## src/rtl/mul_ctrl_pkg.sv

```systemverilog
// rtl/mul_ctrl_pkg.sv - shared funct3 codes, FSM state encoding and decode helper for mul_ctrl
// Purpose: RV32M multiply funct3 constants, 2-bit controller state type, funct3 validity check.
// Ports: none (package).
package mul_ctrl_pkg;

  localparam logic [2:0] MUL_F3    = 3'b000;
  localparam logic [2:0] MULH_F3   = 3'b001;
  localparam logic [2:0] MULHSU_F3 = 3'b010;
  localparam logic [2:0] MULHU_F3  = 3'b011;

  typedef enum logic [1:0] {
    MULC_IDLE = 2'd0,
    MULC_BUSY = 2'd1,
    MULC_DONE = 2'd2
  } mulc_state_e;

  function automatic logic is_mul_f3(input logic [2:0] f3);
    return (f3 == MUL_F3) || (f3 == MULH_F3) || (f3 == MULHSU_F3) || (f3 == MULHU_F3);
  endfunction

endpackage

```

## src/rtl/mul_opnd_cond.sv

```systemverilog
// rtl/mul_opnd_cond.sv - operand conditioning for the shift-add multiplier
// Purpose: decode per-operand signedness from funct3, convert signed operands to
//          magnitudes and produce the product-negate flag.
// Ports:
//   funct3     in   multiply variant
//   op1, op2   in   raw rs1/rs2 values
//   s1, s2     out  operand treated as signed
//   mag1, mag2 out  operand magnitudes fed to the multiplier
//   neg        out  product must be negated
module mul_opnd_cond
  import mul_ctrl_pkg::*;
#(
  parameter int XLEN = 32
) (
  input  logic [2:0]      funct3,
  input  logic [XLEN-1:0] op1,
  input  logic [XLEN-1:0] op2,
  output logic            s1,
  output logic            s2,
  output logic [XLEN-1:0] mag1,
  output logic [XLEN-1:0] mag2,
  output logic            neg
);

  logic neg1;
  logic neg2;

  always_comb begin
    s1   = (funct3 == MULH_F3) || (funct3 == MULHSU_F3);
    s2   = (funct3 == MULH_F3);
    neg1 = s1 & op1[XLEN-1];
    neg2 = s2 & op2[XLEN-1];
    // The most negative value negates onto itself, which is exactly its
    // unsigned magnitude, so no special case is needed.
    mag1 = neg1 ? (~op1 + XLEN'(1)) : op1;
    mag2 = neg2 ? (~op2 + XLEN'(1)) : op2;
    neg  = neg1 ^ neg2;
  end

endmodule

```

## src/rtl/mul_ctrl.sv

```systemverilog
// rtl/mul_ctrl.sv - sequencing controller between EX and the iterative shift-add multiplier
// Purpose: accept RV32M multiply requests, short-circuit zero operands and repeated
//          operand pairs via a one-entry product cache, otherwise start the multiplier,
//          stall EX until the result is ready and handle flush/cancel.
// Ports:
//   clk, rst_n                       clock, asynchronous active-low reset
//   req_valid_i/req_funct3_i/
//   req_op1_i/req_op2_i              request from EX (held while stall_o)
//   flush_i                          pipeline flush
//   stall_o                          hold EX and upstream
//   res_valid_o, res_data_o          one-cycle result pulse and held result
//   mul_start_o, mul_cancel_o        multiplier control pulses
//   mul_signed_o, mul_op1_o,
//   mul_op2_o                        conditioned operands for the multiplier
//   mul_stop_i, mul_res_l_i,
//   mul_res_h_i                      multiplier completion and product
module mul_ctrl
  import mul_ctrl_pkg::*;
#(
  parameter int XLEN     = 32,
  parameter bit CACHE_EN = 1'b1
) (
  input  logic            clk,
  input  logic            rst_n,
  input  logic            req_valid_i,
  input  logic [2:0]      req_funct3_i,
  input  logic [XLEN-1:0] req_op1_i,
  input  logic [XLEN-1:0] req_op2_i,
  input  logic            flush_i,
  output logic            stall_o,
  output logic            res_valid_o,
  output logic [XLEN-1:0] res_data_o,
  output logic            mul_start_o,
  output logic            mul_cancel_o,
  output logic            mul_signed_o,
  output logic [XLEN-1:0] mul_op1_o,
  output logic [XLEN-1:0] mul_op2_o,
  input  logic            mul_stop_i,
  input  logic [XLEN-1:0] mul_res_l_i,
  input  logic [XLEN-1:0] mul_res_h_i
);

  mulc_state_e state_q, state_d;

  logic              cache_valid_q;
  logic [2*XLEN-1:0] cache_prod_q;
  logic [XLEN-1:0]   tag1_q;
  logic [XLEN-1:0]   tag2_q;
  logic [1:0]        tag_sign_q;
  logic [XLEN-1:0]   res_data_q;

  logic            s1, s2, neg;
  logic [XLEN-1:0] mag1, mag2;

  logic            live;
  logic            zero_op;
  logic            hit;
  logic            sel_hi;
  logic [XLEN-1:0] cache_half;
  logic [XLEN-1:0] mul_half;

  logic            res_load;
  logic [XLEN-1:0] res_next;
  logic            cache_wr;
  logic            start;
  logic            cancel;
  logic            res_valid;

  mul_opnd_cond #(.XLEN(XLEN)) u_opnd (
    .funct3 (req_funct3_i),
    .op1    (req_op1_i),
    .op2    (req_op2_i),
    .s1     (s1),
    .s2     (s2),
    .mag1   (mag1),
    .mag2   (mag2),
    .neg    (neg)
  );

  // Gating with rst_n keeps every output at zero while reset is held, even if
  // EX keeps presenting a request.
  assign live       = req_valid_i & rst_n;
  assign zero_op    = (req_op1_i == '0) || (req_op2_i == '0);
  // MUL's low half does not depend on signedness, so it may reuse any cached pair.
  assign hit        = CACHE_EN && cache_valid_q &&
                      (req_op1_i == tag1_q) && (req_op2_i == tag2_q) &&
                      ((req_funct3_i == MUL_F3) || ({s1, s2} == tag_sign_q));
  assign sel_hi     = (req_funct3_i != MUL_F3);
  assign cache_half = sel_hi ? cache_prod_q[2*XLEN-1:XLEN] : cache_prod_q[XLEN-1:0];
  assign mul_half   = sel_hi ? mul_res_h_i : mul_res_l_i;

  always_comb begin
    state_d   = state_q;
    res_load  = 1'b0;
    res_next  = '0;
    cache_wr  = 1'b0;
    start     = 1'b0;
    cancel    = 1'b0;
    res_valid = 1'b0;
    case (state_q)
      MULC_IDLE: begin
        if (live && is_mul_f3(req_funct3_i) && !flush_i) begin
          if (zero_op) begin
            res_load = 1'b1;
            res_next = '0;
            state_d  = MULC_DONE;
          end else if (hit) begin
            res_load = 1'b1;
            res_next = cache_half;
            state_d  = MULC_DONE;
          end else begin
            start   = 1'b1;
            state_d = MULC_BUSY;
          end
        end
      end
      MULC_BUSY: begin
        if (flush_i) begin
          cancel  = 1'b1;
          state_d = MULC_IDLE;
        end else if (mul_stop_i) begin
          res_load = 1'b1;
          res_next = mul_half;
          cache_wr = 1'b1;
          state_d  = MULC_DONE;
        end
      end
      MULC_DONE: begin
        res_valid = !flush_i;
        state_d   = MULC_IDLE;
      end
      default: state_d = MULC_IDLE;
    endcase
  end

  always_ff @(posedge clk or negedge rst_n) begin
    if (!rst_n) begin
      state_q       <= MULC_IDLE;
      res_data_q    <= '0;
      cache_valid_q <= 1'b0;
      cache_prod_q  <= '0;
      tag1_q        <= '0;
      tag2_q        <= '0;
      tag_sign_q    <= '0;
    end else begin
      state_q <= state_d;
      if (res_load) begin
        res_data_q <= res_next;
      end
      if (cache_wr) begin
        cache_valid_q <= 1'b1;
        cache_prod_q  <= {mul_res_h_i, mul_res_l_i};
        tag1_q        <= req_op1_i;
        tag2_q        <= req_op2_i;
        tag_sign_q    <= {s1, s2};
      end
    end
  end

  assign stall_o      = live & (state_q != MULC_DONE) & !flush_i;
  assign res_valid_o  = res_valid;
  assign res_data_o   = res_data_q;
  assign mul_start_o  = start;
  assign mul_cancel_o = cancel;
  assign mul_signed_o = live ? neg  : 1'b0;
  assign mul_op1_o    = live ? mag1 : '0;
  assign mul_op2_o    = live ? mag2 : '0;

endmodule

```

## config.mk

```make
export PLATFORM = sky130hd
export DESIGN_NAME = mul_ctrl
export DESIGN_NICKNAME = d
export VERILOG_FILES = /design/src/rtl/mul_ctrl_pkg.sv /design/src/rtl/mul_opnd_cond.sv /design/src/rtl/mul_ctrl.sv
export SDC_FILE = /design/constraint.sdc
export NUM_CORES = 1
export LEC_CHECK = 0
export CAP_MARGIN = 10
export CORE_MARGIN = 3
export CORE_UTILIZATION = 55
export CTS_CLUSTER_SIZE = 14
export DETAILED_ROUTE_END_ITERATION = 8
export PLACE_DENSITY_LB_ADDON = 0.08
export RECOVER_POWER = 50
export SYNTH_ARGS = -nofsm -noshare
export SYNTH_HDL_FRONTEND = slang
export SYNTH_SLANG_ARGS = --single-unit
export TNS_END_PERCENT = 10
```

## constraint.sdc

```tcl
create_clock -name clk -period 12.1 [get_ports clk]
set_input_delay 3.63 -clock clk [delete_from_list [all_inputs] [get_ports clk]]
set_output_delay 3.63 -clock clk [all_outputs]
set_load 0.01 [all_outputs]
```

======== Yosys cells after proc, flatten, opt, wreduce, memory -nomap -nowiden ========
Index checks and enable logic that the tools add are counted.
storage, ports and cells
  register bits ........................... 165
  output and inout bits ................... 101
  bits of input ports ..................... 136
  logic and storage cells ................. 79
cells by class
  equal/unequal tests ..................... 11
  reductions and logical operators ........ 18
  multiplexer cells ....................... 33
  bitwise logic cells ..................... 8
  add/sub/neg operators ................... 2
operators with widths
  kind                                                                   count
  32-bit two-way mux                                                     11
  32-bit by 1-bit adder with 32-bit output, second input constant        2
  32-bit equality test                                                   2
  32-bit zero test                                                       2
  32-bit NOT                                                             2
  32-bit one-hot mux with 2 select lines                                 1
  1-bit two-way mux                                                      14
  2-bit two-way mux                                                      5
  3-bit by 2-bit equality test with 1-bit output, second input constant  2
  1-bit logical OR                                                       6
  1-bit AND                                                              5
  1-bit logical AND                                                      5
  2-bit != test, second input constant                                   2
  2-bit one-hot mux with 2 select lines                                  1
  3-bit by 1-bit equality test with 1-bit output, second input constant  1
  3-bit zero test                                                        1
  3-bit != test, second input constant                                   1
  3-bit nonzero test                                                     1
  2-bit by 1-bit equality test with 1-bit output, second input constant  1
  2-bit equality test                                                    1
  2-bit equality test, second input constant                             1
  2-bit zero test                                                        1
  1-bit one-hot mux with 2 select lines                                  1
  2-bit AND reduction                                                    1
  2 further kinds                                                        2

======== Logic depth before layout (Yosys ltp) ========
Gate-level depths: netlist of run 1.
  word-level depth ........................ 9
  gate-level depth with buffers ........... 11
  depth with buffers taken out ............ 9

======== By module ========
From an unflattened synthesis of run 1, not the netlist that was laid out.
second synthesis, totals
  cell total of the unflattened synthesis .. 1,360
  area, all modules ....................... 10,461.3 um^2
modules (own cells, without submodules)
  module         area an instance (um^2)  cells an instance  instances  sequential area each (um^2)
  mul_ctrl       8,969.9                  1,135              1          4,129.0
  mul_opnd_cond  1,491.4                  225                1          0.0

======== Worst setup path before layout of run 1 ========
OpenSTA, ideal clock, no wires.
  path type ............................... input to output
  from .................................... input port req_op1_i[13]
  to ...................................... output port mul_op1_o[26]
  path buffers ............................ 1
  path slack .............................. 2.995 ns
  required time ........................... 8.470 ns
  stages .................................. 8
  arrival time ............................ 5.475 ns
  path through ............................ buf_2 or4_4 or3_1 nor2_1 nand2_1 o41ai_1 xor2_1 nor2_1
on the way
  cells in the longest elaborated chain, start to end .. 4
RTL lines
  element                                   line                 RTL
  start: declaration                        mul_ctrl.sv:27       input logic [XLEN-1:0] req_op1_i,
  32-bit NOT                                mul_opnd_cond.sv:35  mag1 = neg1 ? (~op1 + XLEN'(1)) : op1;
  32-bit by 1-bit adder with 32-bit output  mul_opnd_cond.sv:35
  32-bit two-way mux                        mul_opnd_cond.sv:35
  32-bit two-way mux                        mul_ctrl.sv:166      assign mul_op1_o = live ? mag1 : '0;
  end: declaration                          mul_ctrl.sv:36       output logic [XLEN-1:0] mul_op1_o,
Every way passes these cells.

======== Worst setup path in the final report of run 1 ========
  from .................................... input port req_op2_i[1]
  to ...................................... output port mul_op2_o[26]
on the way
  cells in the longest elaborated chain, start to end .. 4
RTL lines
  element                                   line                 RTL
  start: declaration                        mul_ctrl.sv:28       input logic [XLEN-1:0] req_op2_i,
  32-bit NOT                                mul_opnd_cond.sv:36  mag2 = neg2 ? (~op2 + XLEN'(1)) : op2;
  32-bit by 1-bit adder with 32-bit output  mul_opnd_cond.sv:36
  32-bit two-way mux                        mul_opnd_cond.sv:36
  32-bit two-way mux                        mul_ctrl.sv:167      assign mul_op2_o = live ? mag2 : '0;
  end: declaration                          mul_ctrl.sv:37       output logic [XLEN-1:0] mul_op2_o,
Every way passes these cells.

==> results by group, run 1 <==
Power and ir drop
  – Peak VDD IR: 0.000110 V
  – Seq pwr share: 42.4%
  – Leak: 5.56 nW
  – Power share of the combinational group: 27.8%
  – Psw: 0.587 mW
  – Internal power: 1.22 mW
  – Switch share: 32.4%
  – Power share of the clock group: 29.8%
  – Pwr Density: 141 nW/µm²

Timing
  – Slew Limit Headroom: -160%
  – Final Max Tran Viols: 209
  – Worst Clk Skew: 0.0118 ns
  – Final min period: 10.36 ns
  – Slew @ Worst Pin: 3.91 ns
  – Setup_tns: 0 ns
  – # setup viols final: 0
  – Period utilisation layout: 85.6%
  – Unrepaired setup endpoints after global routing: no
  – Final Hold Viols: 0
  – Peak Freq: 0.0965 GHz

Setup path
  – Startpoint Class: input port
  – CP Data Arrival Time: 6.73 ns
  – Critical path peak fanout: 6
  – Worst EP required: 8.47 ns
  – WS Path Type: input port to primary output
  – Nature of the critical path endpoint: primary output

Synth
  – Register area share after synthesis: 41.7%
  – Async S/R FF share, synth: 100%
  – Mapped Area: 9900 µm²
  – Top cell type's share of synthesized area: 41.7%
  – Post-synth net total: 1332
  – Yosys warning count: 0
  – Syn_area_per_cell: 8.29 µm²
  – Cell taking the most area after synthesis: dfrtp_1
  – Top FF cell, synth: dfrtp_1
  – Top cells by area, synth: dfrtp_1, nand2_1, xnor2_1
  – EDFF count, synth: 0
  – Mapped Cells: 1194
  – Netlist cell types: 53
  – Yosys reg bits: 165

Drt
  – Via count: 8915
  – Vias per cell: 5.52
  – Post-DRT Antenna Nets: 0
  – Starting DRC count in detailed routing: 599
  – Drt total wl: 27400 µm
  – Drt wl/cell: 17.0 µm
  – Drt pass-1 iters: 5
  – DRC: 0

GRT
  – Largest net degree at the start of global routing: 85
  – Vias in the first global route: 8557
  – First-pass GRT wire length: 44300 µm
  – Tot GR Track Use: 27.7%
  – Grt ovf: 0
  – Initial antenna violation count: 1

Finish
  – Commonest non-fill, non-tap cell in the layout: nand2_1
  – Filler instances: 1387
  – Commonest non-fill, non-tap cells in the layout: nand2_1, clkdlybuf4s50_1, dfrtp_1
  – Final Net Count: 1514
  – Share of cells above drive strength 1: 8.06%
  – Core Util, Final: 73.3%
  – Area Overhead vs Synth: 29.4%

Clocking
  – Root Buffer Master: clkbuf_16
  – H-tree levels: 4
  – Worst-Skew Late Latency: 0.44 ns
  – Post-CTS Hold Fix Bufs: 0
  – CTS clk-pin slew, worst paths: 0.07 ns
  – TritonCTS clock tree: done
  – Clock Sinks: 165
  – CTS max path bufs: 2
  – TritonCTS buffer count: 17
  – Postcts setup bufs: 0
  – # resized after CTS: 0

Floorplanning
  – Die Span X: 140 µm
  – Initial Util: 56.6%
  – Die H: 140 µm
  – Core Box Area: 17500 µm²
  – Site Rows: 48
  – Num ports: 237
  – DIE AREA: 19600 µm²

Worst hold path
  – Hold WC Path Type: flop to flop

Placement
  – Buffers on Ports: 236
  – Final GP Congestion: 0.946
  – Final HPWL DP: 19300 µm

Run
  – Maxcap violations: 3

Outcome
  – Status: finished with violations
  – Failing checks: capacitance limit, slew limit
Yosys cell counts, types with 2 or more instances:
library cell  instances
or4_1                 2
o21ai_0              33
nor4b_1               2
o31ai_1               8
nand2_1             415
a31oi_1               6
a21o_1                2
o221ai_2             31
mux2_2               32
nor2b_1               4
dfrtp_1             165
a21oi_1              25
ha_1                  2
nand3_1               6
or4_4                 3
nor2_1               82
xor2_1               31
o22ai_1               3
nand4_1              17
and2_1                3
o41ai_1               3
o221ai_1              3
clkbuf_1             65
nor4_1               15
nor3b_1               2
buf_6                 4
nand4b_1              3
mux2i_1              32
buf_12                3
nor3_1               22
buf_1                 5
nand2b_1             16
xnor2_1              71
or3_1                 8
inv_1                52
final cells by class:
class / instances / area, µm² / area share, %
Multi-Input combinational cell: 898 / 5210 / 40.7
Sequential cell: 165 / 4130 / 32.2
Timing Repair Buffer: 242 / 2400 / 18.8
Clock buffer: 18 / 439 / 3.43
Tap cell: 225 / 282 / 2.20
Inverter: 52 / 195 / 1.52
Clock inverter: 14 / 148 / 1.15
Antenna cell: 1 / 2.50 / 0.0195
per-layer routing:
| layer | wire length [µm] | part of all wire [%] | GRT usage [%] | up-vias |
|---|---|---|---|---|
| li1 | - | - | - | 4289 |
| met1 | 12000 | 44 | 38.5 | 4241 |
| met2 | 12700 | 46 | 44.0 | 340 |
| met3 | 2060 | 7.5 | 5.70 | 45 |
| met4 | 591 | 2.2 | 8.72 | 0 |
| met5 | 0 | 0 | 0 | - |
power groups by stage:
stage | clock network, mW | registers [mW] | logic [mW]
after global placement | 0 | 0.771 | 0.501
after floorplan | 0 | 0.775 | 0.278
final | 0.539 | 0.767 | 0.504
after CTS | 0.544 | 0.767 | 0.518
after detailed placement | 0 | 0.776 | 0.514
after global routing | 0.566 | 0.783 | 0.557
worst max-delay path, cell delays in order:
cell and delay, ns:
clkdlybuf4s50_1 0.50, inv_1 0.11, ha_1 0.18, nor3b_1 0.56, nand4b_1 0.46, nor2_1 0.20, nand2_1 0.08, o31ai_1 0.25
xor2_1 0.11, nor2_1 0.10, clkdlybuf4s50_1 0.54
through the flow:
stage | hold WS (ns) | total power [mW] | setup WS (ns) | instance area (µm²) | instances
floorplan | 0.445 | 1.05 | 2.99 | 9900 | 1194
global placement | 0.456 | 1.27 | 1.86 | 12200 | 1582
detailed placement | 0.462 | 1.29 | 1.77 | 12200 | 1582
CTS | 0.480 | 1.83 | 1.75 | 12800 | 1614
global route | 0.496 | 1.91 | 1.49 | 12800 | 1615
finish | 0.475 | 1.81 | 1.74 | 12800 | 1615
logic make-up after synthesis:
kind of cell,Yosys count,share of synthesized area [%]
multiplexers,64,6.88
buffers and inverters,131,5.82
AO/OA/AOI/OAI,123,10.3
adder cells (fa/ha/maj),2,0.253
flip-flops,165,41.7
XOR/XNOR,102,9.03
AND/OR/NAND/NOR,607,26.0
worst paths after layout:
check                                       from          endpoint  slack, ns  cells after the start
worst max-delay path                req_op2_i[1]     mul_op2_o[26]       1.74                     11
worst min-delay path            cache_prod_q[63]  cache_prod_q[63]       0.48                      2
worst max register to register        state_q[1]         tag1_q[7]       7.06                      4
worst min register to register  cache_prod_q[63]  cache_prod_q[63]       0.48                      2
max in group asynchronous                  rst_n        tag1_q[12]       2.74                      3
min in group asynchronous                  rst_n         tag1_q[5]       3.10                      1
state kept, by name, indices dropped and copies added, names as in the netlist:
| signal | cells |
|---|---|
| tag_sign_q | 2 |
| res_data_o | 32 |
| cache_prod_q | 64 |
| state_q | 2 |
| tag1_q | 32 |
| cache_valid_q | 1 |
| tag2_q | 32 |
(Power assumes the default switching activity.)
==> run 2, diff against run 1 <==
--- a/config.mk
+++ b/config.mk
@@ -10,6 +10,8 @@
 export CORE_UTILIZATION = 55
 export CTS_CLUSTER_SIZE = 14
 export DETAILED_ROUTE_END_ITERATION = 8
+export GPL_ROUTABILITY_DRIVEN = 0
+export HOLD_SLACK_MARGIN = 0.12
 export PLACE_DENSITY_LB_ADDON = 0.08
 export RECOVER_POWER = 50
 export SYNTH_ARGS = -nofsm -noshare
==> results by group, run 2 (synthesized netlist as in run 1, its figures left out) <==
Floorplanning
  – Core Box Area: 17500 µm²
  – Initial Util: 56.6%
  – Die Span X: 140 µm
  – Die H: 140 µm
  – Num ports: 237
  – Site Rows: 48
  – DIE AREA: 19600 µm²

Worst hold path
  – Hold WC Path Type: flop to flop
  – HP Start: cache_prod_q[33]
  – Hold path endpoint: cache_prod_q[33]
  – Hold Crit Depth: 2

Finish
  – Most flops, register: cache_prod_q
  – Max reg flops: 64
  – Area Overhead vs Synth: 29.6%
  – Final Net Count: 1514
  – Commonest non-fill, non-tap cell in the layout: nand2_1
  – Share of cells above drive strength 1: 8.06%
  – Commonest non-fill, non-tap cells in the layout: nand2_1, clkdlybuf4s50_1, dfrtp_1

Clocking
  – H-tree levels: 4
  – Worst-Skew Late Latency: 0.43 ns
  – CTS max path bufs: 2
  – CTS clk-pin slew, worst paths: 0.07 ns
  – Postcts setup bufs: 0
  – TritonCTS clock tree: done
  – TritonCTS buffer count: 17
  – Root Buffer Master: clkbuf_16
  – Post-CTS Hold Fix Bufs: 0
  – Clock Sinks: 165
  – # resized after CTS: 0

Drt
  – Drt wl/cell: 17.0 µm
  – Drt pass-1 iters: 5
  – Via count: 8977
  – Post-DRT Antenna Nets: 0
  – Drt total wl: 27500 µm
  – DRC: 0
  – Starting DRC count in detailed routing: 803
  – Vias per cell: 5.56

Timing
  – Peak Freq: 0.0965 GHz
  – Setup_tns: 0 ns
  – Slew Limit Headroom: -126%
  – Final min period: 10.36 ns
  – Fin worst setup slack: 1.74 ns
  – Final Hold Viols: 0
  – Worst Clk Skew: 0.0116 ns
  – Slew @ Worst Pin: 3.39 ns
  – Final Max Tran Viols: 164
  – Unrepaired setup endpoints after global routing: no
  – # setup viols final: 0
  – Period utilisation layout: 85.6%

Power and ir drop
  – Total chip power: 1.83 mW
  – Switch share: 31.0%
  – Internal power: 1.26 mW
  – Leak: 5.58 nW
  – Psw: 0.568 mW
  – Seq pwr share: 41.8%
  – Power share of the clock group: 30.7%
  – Peak VDD IR: 0.000107 V
  – Pwr Density: 143 nW/µm²
  – Power share of the combinational group: 27.5%

Placement
  – Final HPWL DP: 19300 µm
  – Setup WS pre-CTS: 1.78 ns
  – Buffers on Ports: 236

GRT
  – Tot GR Track Use: 27.9%
  – Largest net degree at the start of global routing: 113
  – Met3 Use GR: 6.52%
  – First-pass GRT wire length: 44300 µm
  – GR Layer Usage met2: 43.5%
  – Global-route met1 utilization: 39.0%
  – Grt peak-use layer: met2
  – Initial antenna violation count: 1
  – Grt ovf: 0
  – Vias in the first global route: 8587

Run
  – Maxcap violations: 3

Outcome
  – Status: finished with violations
  – Failing checks: capacitance limit, slew limit

Setup path
  – FF-to-FF Start: state_q[1]
  – Nature of the critical path endpoint: primary output
  – WS Path Type: input port to primary output
  – Worst r2r path cells: 5
  – Worst EP required: 8.47 ns
  – Reg2Reg Setup Slack: 7.95 ns
  – R2r endpoint: res_data_o[25]
  – Critical path peak fanout: 6
  – CP Data Arrival Time: 6.73 ns
  – Startpoint Class: input port
run 2: routing by layer:
layer	vias to the layer above	wire length [µm]
li1	4289	-
met1	4273	12000
met2	367	12800
met3	48	2170
met4	0	561
met5	-	0
run 2: through the flow:
stage | hold slack, ns | cell area, µm² | instances | util [%]
finish | 0.474 | 12800 | 1615 | 73.4
global route | 0.495 | 12800 | 1615 | 73.4
CTS | 0.479 | 12800 | 1614 | 73.4
detailed placement | 0.462 | 12200 | 1582 | 70.0
global placement | 0.457 | 12200 | 1582 | 70.0
floorplan | 0.445 | 9900 | 1194 | -
run 2: cell type report:
cell class / instances / area [µm²]
multi-input cells: 898 / 5210
fillers: 1344 / 4650
flip-flops and latches: 165 / 4130
repair buffers: 242 / 2400
clock buffers: 19 / 453
well taps: 225 / 282
inverters: 52 / 195
clock inverters: 13 / 158
diodes: 1 / 2.50
run 2: power by group through the flow:
stage               logic (mW)  registers (mW)  clock network [mW]
global route             0.555           0.782               0.589
detailed placement       0.512           0.776                   0
CTS                      0.515           0.767               0.569
finish                   0.503           0.766               0.561
floorplan                0.278           0.775                   0
global placement         0.500           0.771                   0
run 2: worst max path at each step:
stage	slack, ns	start	end	cells past startpoint
2_1_floorplan	2.99	req_op1_i[13]	mul_op1_o[26]	8
3_3_place_gp	1.87	req_op2_i[1]	mul_op2_o[30]	10
3_5_place_dp	1.78	req_op2_i[0]	mul_op2_o[30]	10
4_1_cts	1.78	req_op2_i[0]	mul_op2_o[30]	10
5_1_grt	1.42	req_op2_i[0]	mul_op2_o[30]	10
6_report	1.74	req_op2_i[1]	mul_op2_o[30]	10
run 2: critical path: stages:
cell,delay (ns)
clkdlybuf4s50_1,0.51
inv_1,0.12
ha_1,0.19
nor3b_1,0.54
nand4b_1,0.47
nor3_4,0.36
a21oi_1,0.12
xnor2_1,0.16
nor2_1,0.09
clkdlybuf4s50_1,0.55
==> run 3, diff against run 2 <==
--- a/config.mk
+++ b/config.mk
@@ -14,6 +14,7 @@
 export HOLD_SLACK_MARGIN = 0.12
 export PLACE_DENSITY_LB_ADDON = 0.08
 export RECOVER_POWER = 50
+export SLEW_MARGIN = 20
 export SYNTH_ARGS = -nofsm -noshare
 export SYNTH_HDL_FRONTEND = slang
 export SYNTH_SLANG_ARGS = --single-unit
==> results by group, run 3 (synthesized netlist as in run 1, its figures left out) <==
Clocking
  – Worst-Skew Late Latency: 0.43 ns
  – Clock Sinks: 165
  – Postcts setup bufs: 0
  – # resized after CTS: 0
  – CTS max path bufs: 2
  – TritonCTS clock tree: done
  – CTS clk-pin slew, worst paths: 0.07 ns
  – Post-CTS Hold Fix Bufs: 0
  – H-tree levels: 4
  – Root Buffer Master: clkbuf_16
  – TritonCTS buffer count: 17

Setup path
  – Critical path peak fanout: 6
  – R2r endpoint: res_data_o[25]
  – Worst r2r path cells: 5
  – Worst EP required: 8.47 ns
  – FF-to-FF Start: state_q[1]
  – Reg2Reg Setup Slack: 8.27 ns
  – Slowest cell on crit path: clkdlybuf4s50_1
  – Startpoint Class: input port
  – Buf+Inv Stages, Crit Path: 3
  – WS Path Type: input port to primary output
  – Nature of the critical path endpoint: primary output
  – Top Family by Delay on Critical Path: simple AND/OR/NAND/NOR gates
  – CP Cell Sequence: clkdlybuf4s50_1 -> inv_1 -> ha_1 -> nor3b_1 -> nand4b_1 -> nor3_4 -> a21oi_1 -> xnor2_1 -> nor2_1 -> clkdlybuf4s50_1
  – CP Data Arrival Time: 6.72 ns
  – Crit path top cell by count: clkdlybuf4s50_1
  – Critical Path Max Stage Delay: 0.55 ns

Timing
  – Final min period: 10.35 ns
  – Final Hold Viols: 0
  – Unrepaired setup endpoints after global routing: no
  – Peak Freq: 0.0966 GHz
  – Fin worst setup slack: 1.75 ns
  – # setup viols final: 0
  – Slew Limit Headroom: -127%
  – Period utilisation layout: 85.6%
  – Final Max Tran Viols: 164
  – Setup_tns: 0 ns
  – Worst Clk Skew: 0.0117 ns
  – Slew @ Worst Pin: 3.40 ns

Finish
  – Max reg flops: 64
  – Share of cells above drive strength 1: 8.14%
  – Final Net Count: 1514
  – Area Overhead vs Synth: 29.7%
  – Commonest non-fill, non-tap cells in the layout: nand2_1, clkdlybuf4s50_1, dfrtp_1
  – Commonest non-fill, non-tap cell in the layout: nand2_1
  – Most flops, register: cache_prod_q

Power and ir drop
  – Peak VDD IR: 0.000108 V
  – Pwr Density: 143 nW/µm²
  – Switch share: 31.1%
  – Leak: 5.58 nW
  – Seq pwr share: 41.8%
  – Psw: 0.569 mW
  – Internal power: 1.26 mW
  – Power share of the combinational group: 27.4%
  – Power share of the clock group: 30.8%

Worst hold path
  – Hold Crit Depth: 2
  – Hold WC Path Type: flop to flop
  – HP Start: cache_prod_q[33]
  – Hold path endpoint: cache_prod_q[33]

GRT
  – Initial antenna violation count: 1
  – Largest net degree at the start of global routing: 113
  – First-pass GRT wire length: 44300 µm
  – Vias in the first global route: 8587
  – Tot GR Track Use: 27.9%
  – Grt ovf: 0

Run
  – Maxcap violations: 3

Drt
  – Drt wl/cell: 17.0 µm
  – Vias per cell: 5.53
  – Drt total wl: 27400 µm
  – Via count: 8939
  – Drt pass-1 iters: 5
  – Post-DRT Antenna Nets: 0
  – DRC: 0
  – Starting DRC count in detailed routing: 742

Outcome
  – Status: finished with violations
  – Failing checks: capacitance limit, slew limit

Placement
  – Setup WS pre-CTS: 1.78 ns
  – Buffers on Ports: 236
  – Final HPWL DP: 19300 µm

Floorplanning
  – Site Rows: 48
  – DIE AREA: 19600 µm²
  – Initial Util: 56.6%
  – Die Span X: 140 µm
  – Core Box Area: 17500 µm²
  – Num ports: 237
  – Die H: 140 µm
==> run 3: cell type report <==
type | count | area (µm²)
inverter | 52 | 195
timing repair buffer | 242 | 2400
antenna | 1 | 2.50
clock inverter | 13 | 158
clock buffer | 19 | 453
fill | 1342 | 4640
tap | 225 | 282
multi-input combinational | 898 | 5210
sequential | 165 | 4130
==> run 3: per-stage QoR <==
step | total power [mW] | util, % | cells | instance area, µm² | hold slack [ns]
3_5_place_dp | 1.29 | 70.0 | 1582 | 12200 | 0.462
2_1_floorplan | 1.05 | - | 1194 | 9900 | 0.445
4_1_cts | 1.85 | 73.4 | 1614 | 12800 | 0.479
6_report | 1.83 | 73.4 | 1615 | 12800 | 0.475
3_3_place_gp | 1.27 | 70.0 | 1582 | 12200 | 0.457
5_1_grt | 1.93 | 73.4 | 1615 | 12800 | 0.495
==> run 3: worst min-delay path: stages, from the launching register on <==
cell	delay, ns
dfrtp_1	0.34
nand2_1	0.05
nand2_1	0.05
==> run 3: layer usage <==
metal / vias to the layer above / GRT usage (%) / part of all wire (%)
li1: 4287 / - / -
met1: 4255 / 39.0 / 43
met2: 352 / 43.5 / 47
met3: 45 / 6.52 / 8.0
met4: 0 / 8.47 / 2.0
met5: - / 0 / 0
==> run 3: how the worst max path moves through the flow <==
stage                             start       endpoint  slack (ns)  depth (start not counted)
after global placement     req_op2_i[1]  mul_op2_o[30]        1.87                         10
after detailed placement   req_op2_i[0]  mul_op2_o[30]        1.78                         10
final                      req_op2_i[1]  mul_op2_o[30]        1.75                         10
after CTS                  req_op2_i[0]  mul_op2_o[30]        1.78                         10
after global routing       req_op2_i[0]  mul_op2_o[30]        1.42                         10
after floorplan           req_op1_i[13]  mul_op1_o[26]        2.99                          8
==> run 3: power groups by stage <==
stage	logic, mW	clock network [mW]	registers (mW)
global route	0.555	0.590	0.782
floorplan	0.278	0	0.775
global placement	0.500	0	0.771
finish	0.502	0.563	0.765
CTS	0.515	0.569	0.767
detailed placement	0.512	0	0.776
